==> src/rtl/char_id_pkg.sv <==
// Shared constants and types for the streaming character-ID encoder.
package char_id_pkg;

  typedef enum logic [1:0] {
    KIND_GLYPH     = 2'd0,
    KIND_NEWLINE   = 2'd1,
    KIND_BACKSPACE = 2'd2,
    KIND_INVALID   = 2'd3
  } kind_e;

  localparam logic [7:0] ASCII_LF = 8'h0A;
  localparam logic [7:0] ASCII_BS = 8'h08;
  localparam logic [7:0] ASCII_CR = 8'h0D;
  localparam logic [7:0] ASCII_SP = 8'h20;

  localparam logic [8:0] DIG_LO = 9'd48;
  localparam logic [8:0] DIG_HI = 9'd57;
  localparam logic [8:0] UP_LO  = 9'd65;
  localparam logic [8:0] UP_HI  = 9'd90;
  localparam logic [8:0] LO_LO  = 9'd97;
  localparam logic [8:0] LO_HI  = 9'd122;
  localparam logic [8:0] GLYPH_EXT_OFS = 9'd62;

  // use_num selects the computed id9; otherwise the entry carries INVALID_ID.
  typedef struct packed {
    logic       push;
    logic       err;
    logic       use_num;
    kind_e      kind;
    logic [8:0] id9;
  } enc_t;

endpackage

==> src/rtl/char_id_fifo.sv <==
// Generic synchronous FIFO; pointers carry an extra wrap bit to split full from empty.
module char_id_fifo #(
  parameter int W     = 10,
  parameter int DEPTH = 4
) (
  input  logic         clock,
  input  logic         reset_n,
  input  logic         wr_en,
  input  logic [W-1:0] wr_data,
  input  logic         rd_en,
  output logic [W-1:0] rd_data,
  output logic         full,
  output logic         empty
);
  localparam int AW = $clog2(DEPTH);

  logic [DEPTH-1:0][W-1:0] mem;
  logic [AW:0]             wptr, rptr;

  assign empty   = (wptr == rptr);
  assign full    = (wptr[AW] != rptr[AW]) && (wptr[AW-1:0] == rptr[AW-1:0]);
  assign rd_data = mem[rptr[AW-1:0]];

  always_ff @(posedge clock or negedge reset_n) begin
    if (!reset_n) begin
      wptr <= '0;
      rptr <= '0;
    end else begin
      if (wr_en && !full) wptr <= wptr + 1'b1;
      if (rd_en && !empty) rptr <= rptr + 1'b1;
    end
  end

  // Storage needs no reset: nothing reads it until a write has landed.
  always_ff @(posedge clock) begin
    if (wr_en && !full) mem[wptr[AW-1:0]] <= wr_data;
  end

endmodule

==> src/rtl/char_id_stream_encoder.sv <==
// Byte stream to glyph-ID/kind encoder with output FIFO and saturating error counter.
module char_id_stream_encoder
  import char_id_pkg::*;
#(
  parameter int ID_W       = 8,
  parameter int EXT_BASE   = 128,
  parameter int EXT_LAST   = 195,
  parameter int INVALID_ID = 255,
  parameter int FIFO_DEPTH = 4,
  parameter int ERR_W      = 16
) (
  input  logic             clock,
  input  logic             reset_n,
  input  logic [7:0]       in_data,
  input  logic             in_valid,
  output logic             in_ready,
  input  logic             case_fold,
  output logic [ID_W-1:0]  out_id,
  output logic [1:0]       out_kind,
  output logic             out_valid,
  input  logic             out_ready,
  output logic [ERR_W-1:0] err_count,
  input  logic             err_clr
);
  localparam int EW = ID_W + 2;
  localparam logic [ID_W-1:0] INV = ID_W'(INVALID_ID);

  if (INVALID_ID <= 62 + EXT_LAST - EXT_BASE) begin : g_bad_invalid_id
    $error("INVALID_ID collides with the glyph ID range");
  end
  if (FIFO_DEPTH < 2 || (FIFO_DEPTH & (FIFO_DEPTH - 1)) != 0) begin : g_bad_depth
    $error("FIFO_DEPTH must be a power of two >= 2");
  end

  function automatic enc_t encode(input logic [7:0] b, input logic cf);
    enc_t       e;
    logic [8:0] v;
    v         = {1'b0, b};
    e.push    = 1'b1;
    e.err     = 1'b0;
    e.use_num = 1'b1;
    e.kind    = KIND_GLYPH;
    e.id9     = '0;
    if (v >= DIG_LO && v <= DIG_HI)      e.id9 = v - 9'd48;
    else if (v >= UP_LO && v <= UP_HI)   e.id9 = v - 9'd55;
    else if (v >= LO_LO && v <= LO_HI)   e.id9 = cf ? v - 9'd87 : v - 9'd61;
    else if (v >= 9'(EXT_BASE) && v <= 9'(EXT_LAST))
      e.id9 = v - 9'(EXT_BASE) + GLYPH_EXT_OFS;
    else begin
      e.use_num = 1'b0;
      if (b == ASCII_SP)      e.kind = KIND_GLYPH;
      else if (b == ASCII_LF) e.kind = KIND_NEWLINE;
      else if (b == ASCII_BS) e.kind = KIND_BACKSPACE;
      else if (b == ASCII_CR) e.push = 1'b0;
      else begin
        e.kind = KIND_INVALID;
        e.err  = 1'b1;
      end
    end
    return e;
  endfunction

  enc_t          enc;
  logic          accept, rd_en, full, empty;
  logic [EW-1:0] wr_data, rd_data, last;

  always_comb begin
    enc     = encode(in_data, case_fold);
    wr_data = {enc.kind, enc.use_num ? ID_W'(enc.id9) : INV};
  end

  assign in_ready  = !full;
  assign out_valid = !empty;
  assign accept    = in_valid && in_ready;
  assign rd_en     = out_valid && out_ready;

  char_id_fifo #(.W(EW), .DEPTH(FIFO_DEPTH)) u_fifo (
    .clock   (clock),
    .reset_n (reset_n),
    .wr_en   (accept && enc.push),
    .wr_data (wr_data),
    .rd_en   (rd_en),
    .rd_data (rd_data),
    .full    (full),
    .empty   (empty)
  );

  // Last popped entry, presented while the FIFO is empty.
  always_ff @(posedge clock or negedge reset_n) begin
    if (!reset_n)   last <= {KIND_INVALID, INV};
    else if (rd_en) last <= rd_data;
  end

  assign {out_kind, out_id} = empty ? last : rd_data;

  always_ff @(posedge clock or negedge reset_n) begin
    if (!reset_n)      err_count <= '0;
    else if (err_clr)  err_count <= '0;
    else if (accept && enc.err && err_count != '1)
      err_count <= err_count + ERR_W'(1);
  end

endmodule
==> config.mk <==
export PLATFORM = sky130hd
export DESIGN_NAME = char_id_stream_encoder
export DESIGN_NICKNAME = d
export VERILOG_FILES = /design/src/rtl/char_id_pkg.sv /design/src/rtl/char_id_fifo.sv /design/src/rtl/char_id_stream_encoder.sv
export SDC_FILE = /design/constraint.sdc
export NUM_CORES = 1
export LEC_CHECK = 0
export ABC_CLOCK_PERIOD_IN_PS = 2330
export CAP_MARGIN = 15
export CELL_PAD_IN_SITES_DETAIL_PLACEMENT = 2
export CELL_PAD_IN_SITES_GLOBAL_PLACEMENT = 2
export CORE_UTILIZATION = 39
export DETAILED_ROUTE_END_ITERATION = 12
export PLACE_DENSITY = 0.79
export SYNTH_ARGS = -nofsm -noshare
export SYNTH_HDL_FRONTEND = slang
export SYNTH_SLANG_ARGS = --single-unit
==> constraint.sdc <==
create_clock -name clock -period 2.33 [get_ports clock]
set_input_delay 0.3495 -clock clock [delete_from_list [all_inputs] [get_ports clock]]
set_output_delay 0.3495 -clock clock [all_outputs]
set_load 0.01 [all_outputs]
==> metrics.md, run 1 <==
| Metric | Value |
|---|---|
| Syn_nets | `409` |
| Most frequent cell after synthesis | `edfxtp_1` |
| Cts bufs inserted | `9` |
| Pre-CTS setup slack | `-987.1 ps` |
| Root Driver | `clkbuf_8` |
| Predominant post-synthesis flop cell | `edfxtp_1` |
| Stage reached | `global routing (5_1_grt)` |
| CTS max path bufs | `2` |
| Top cells by area, synth | `edfxtp_1 (28%), dfrtp_1 (13%), mux2_2 (6.5%)` |
| Post-detail-place hpwl | `11,200 um` |
| Async SR Flop Fraction | `44.44%` |
| Std-Cell Rows | `37` |
| Placer Congestion | `0.8383` |
| EDFF count, synth | `40` |
| Leading area contributor after synthesis | `edfxtp_1` |
| Buffers on Ports | `41` |
| Post-synthesis cell type count | `60` |
| Initial core utilization | `40.97%` |
| Placed inst area | `5477 sq um` |
| Htree depth | `3` |
| Synthesized netlist cell count | `372` |
| Avg Inst Size Synth | `11.57 sq um` |
| Width of the die | `107.1 um` |
| Antenna violations before repair | `1` |
| Die Span Y | `107.1 um` |
| Log Error | `[ERROR DPL-0033] detailed placement checks failed during check placement.` |
| Status | `did not finish` |
| Top-area cell type share of the netlist area | `27.90%` |
| Worst ep type | `primary output` |
| Clock Sinks | `72` |
| #FFs+latches synth | `72` |
| Yosys warning count | `0` |
| IO Count | `42` |
| Crit. endpoint post-GRT repair | `out_id[2]` |
| Largest net degree at the start of global routing | `33` |
| Synth Cell Area | `4305 sq um` |
| Register area share after synthesis | `46.79%` |
| Commonest cells post-synth | `edfxtp_1 (40), mux2_2 (25), dfrtp_1 (22), ha_1 (22), nor2_1 (20)` |
## kinds of logic after synthesis
kind of cell / Yosys count / synth area share [%]
flip-flops: 72 / 46.79
AND/OR/NAND/NOR: 110 / 14.88
adder cells (fa/ha/maj): 23 / 6.858
buffers and inverters: 39 / 4.156
AO/OA/AOI/OAI: 73 / 11.25
XOR/XNOR: 16 / 3.255
multiplexers: 39 / 12.82
## metrics by stage
step	instances	utilization, %	TNS, ps
floorplan	372	-	-206.3
global placement	610	52.11	-59500
detailed placement	610	52.11	-75590
CTS	659	59.22	-244.6
## repair_timing
item	CTS
setup endpoints to repair	109
hold buffers	0
pin swaps	19
gates resized for setup	131
buffers inserted	32
cloned	1
endpoints found under the hold margin	0
==> run 2, diff against run 1 <==
CELL_PAD_IN_SITES_DETAIL_PLACEMENT = not set   (was 2)
CELL_PAD_IN_SITES_GLOBAL_PLACEMENT = not set   (was 2)
CORE_UTILIZATION = 40   (was 39)
PLACE_DENSITY = not set   (was 0.79)
PLACE_DENSITY_LB_ADDON = 0.15   (was not set)
==> run 2 against run 1 <==
Effect of this change: the flow now finishes without violations; synthesized cell count unchanged; synthesized area unchanged.
==> metrics.md, run 2 <==
| Metric | Value |
|---|---|
| Detailed Routing Iterations Pass 1 | `5` |
| Share of layout cells above drive strength 1 | `42.13%` |
| Most common cell after layout, fill and taps aside | `buf_4` |
| Synthesized netlist cell count | `372` |
| Worst skew pair latency | `340 ps` |
| Routed Antenna Nets | `0` |
| VDD IR max | `0.5717 mV` |
| CP Data Required Time | `2590 ps` |
| Yosys warning count | `0` |
| Critical path fanouts, max | `7` |
| Crit share post-route | `97.50%` |
| Pre-CTS setup slack | `-827.6 ps` |
| Die Span Y | `105.7 um` |
| Crit path capture type | `register` |
| PD cells | `921.5 nW/um^2` |
| Crit Path Class | `primary input to register` |
| Root Driver | `clkbuf_8` |
| Arr. time, crit path | `2530 ps` |
| #FFs+latches synth | `72` |
| FILL cells | `896` |
| Top cells by area, synth | `edfxtp_1 (28%), dfrtp_1 (13%), mux2_2 (6.5%)` |
| Slew HR | `53.46%` |
| Predominant post-synthesis flop cell | `edfxtp_1` |
| Final setup skew | `17.58 ps` |
| Post-route DRC | `0` |
| Number of global-route vias before repair | `3,495` |
| CP max-delay cell | `or4b_4` |
| Worst-path clk slew | `90 ps` |
| Die ar. | `11,180 sq um` |
| Ant diodes | `0` |
| Htree depth | `3` |
| Crit-path cells | `dlygate4sd2_1 > buf_6 > or4b_4 > nand4_1 > o21a_1 > buf_4 > nand3_4 > or4_1 > a21oi_1` |
| Cts hold-fix bufs | `0` |
| Max-slew violations | `0` |
| Placed inst area | `5494 sq um` |
| Avg Inst Size Synth | `11.57 sq um` |
| Critical path startpoint category | `primary input` |
| Async SR Flop Fraction | `44.44%` |
| IO Count | `42` |
| Placed Cells | `609` |
| Avg WL per Cell | `16.18 um` |
| CTS tree | `built` |
| Largest net degree at the start of global routing | `33` |
| Grt ovf | `0` |
| Syn_nets | `409` |
| Fmax | `440.2 MHz` |
| Synth Cell Area | `4305 sq um` |
| Top-area cell type share of the netlist area | `27.90%` |
| Initial core utilization | `41.52%` |
| Number of max-cap violations | `0` |
| Most frequent cells in the layout | `buf_4 (80), edfxtp_1 (40), mux2_2 (23), clkdlybuf4s50_1 (23), dfrtp_1 (21)` |
| Nets | `540` |
| Drt via density | `5.266` |
| Post-detail-place hpwl | `7277 um` |
| Non-Filler Instances | `644` |
| Final Cell Area | `6078 sq um` |
| Cells on worst reg2reg path | `7` |
| EDFF count, synth | `40` |
| Status | `completed` |
| DRC violation total after the first TritonRoute iteration | `154` |
| Cts bufs inserted | `9` |
| Post-synthesis cell type count | `60` |
| Setup ws final | `58.23 ps` |
| Largest register FFs | `40` |
| Buffers on Ports | `41` |
| Fin. Hold Viols | `0` |
| Std-Cell Rows | `37` |
| Leading area contributor after synthesis | `edfxtp_1` |
| Clock Sinks | `72` |
| Slew @ Worst Pin | `692.2 ps` |
| Placer Congestion | `0.8861` |
| Register area share after synthesis | `46.79%` |
| First-pass GRT wire length | `17,360 um` |
| Worst Hold Class | `primary input to async pin` |
| Leak Pwr | `2.404 nW` |
| Total Routing Usage GR | `19.83%` |
| Area growth from synthesis to layout | `41.18%` |
| Core Area | `10,370 sq um` |
| Max incr delay on CP | `530 ps` |
| Antenna violations before repair | `0` |
| Most frequent cell after synthesis | `edfxtp_1` |
| CTS max path bufs | `2` |
| Routed wire length | `10,420 um` |
| Setup violations, final | `0` |
| FF+latch area | `2016 sq um` |
| Tmin final | `2272 ps` |
| Multi-input gate area | `2354 sq um` |
| Commonest cells post-synth | `edfxtp_1 (40), mux2_2 (25), dfrtp_1 (22), ha_1 (22), nor2_1 (20)` |
| Width of the die | `105.7 um` |
| Via count of the routed design | `3,391` |
-- run 2: cell counts after synthesis --
No cell type changed its count.
-- run 2: final cells by class --
type                       instances  share of cell area [%]
clock buffer                      10                   2.100
timing repair buffer             140                   19.95
inverter                          19                   1.379
sequential                        72                   33.16
tap                              136                   2.800
clock inverter                     6                   1.894
multi-input combinational        261                   38.72
-- run 2: cells by family after synthesis --
kind of cell             share of synthesized area (%)
AO/OA/AOI/OAI                                    11.25
XOR/XNOR                                         3.255
adder cells (fa/ha/maj)                          6.858
buffers and inverters                            4.156
flip-flops                                       46.79
multiplexers                                     12.82
AND/OR/NAND/NOR                                  14.88
-- run 2: routing by layer --
layer | share of wire, % | global-route usage [%] | up-vias
li1 | - | - | 1662
met1 | 45 | 25.02 | 1658
met2 | 51 | 34.64 | 65
met3 | 3.2 | 3.896 | 6
met4 | 0.83 | 5.159 | 0
met5 | 0 | 0 | -
-- run 2: power breakdown --
part / total [W] / internal, W / leakage (nW) / switching [W]
Sequential: 0.00191 / 0.00177 / 0.762 / 0.000142
Clock: 0.00121 / 0.000720 / 0.117 / 0.000487
Combinational: 0.00248 / 0.00137 / 1.52 / 0.00111
-- run 2: path summary, 6_finish.rpt --
kind	from	to	slack, ps
max in group asynchronous	reset_n	last[1]	1570
max	in_data[2]	err_count[2]	60
min reg2reg	u_fifo.wptr[2]	u_fifo.wptr[2]	490
max reg2reg	err_count[3]	err_count[10]	140
min	reset_n	u_fifo.rptr[2]	420
min in group clock	u_fifo.wptr[2]	u_fifo.wptr[2]	490
-- run 2: critical path, delay by kind of cell --
family	cells	cell delay, ps
AOI/OAI and AO/OA	2	350
buffers and inverters	3	540
and+or+nand+nor	4	1290
-- run 2: timing repair --
item | 4_1_cts | 5_1_grt
buffers inserted | 14 | 4
endpoints found under the setup margin | 76 | 41
pin swaps | 22 | 6
gates cloned | 2 | 0
resized for setup | 91 | 19
-- run 2: metrics by stage --
stage	util, %	power, W	hold WS (ps)	setup TNS [ps]
detailed placement	52.98	0.004273	482.2	-51070
CTS	57.90	0.005646	421.9	0
floorplan	-	0.003268	53.91	-206.3
global route	58.61	0.005928	430.8	-3.390
global placement	52.98	0.004227	480.9	-50660
finish	58.61	0.005601	415.5	0
No activity file was read; power rests on OpenSTA's default activity.
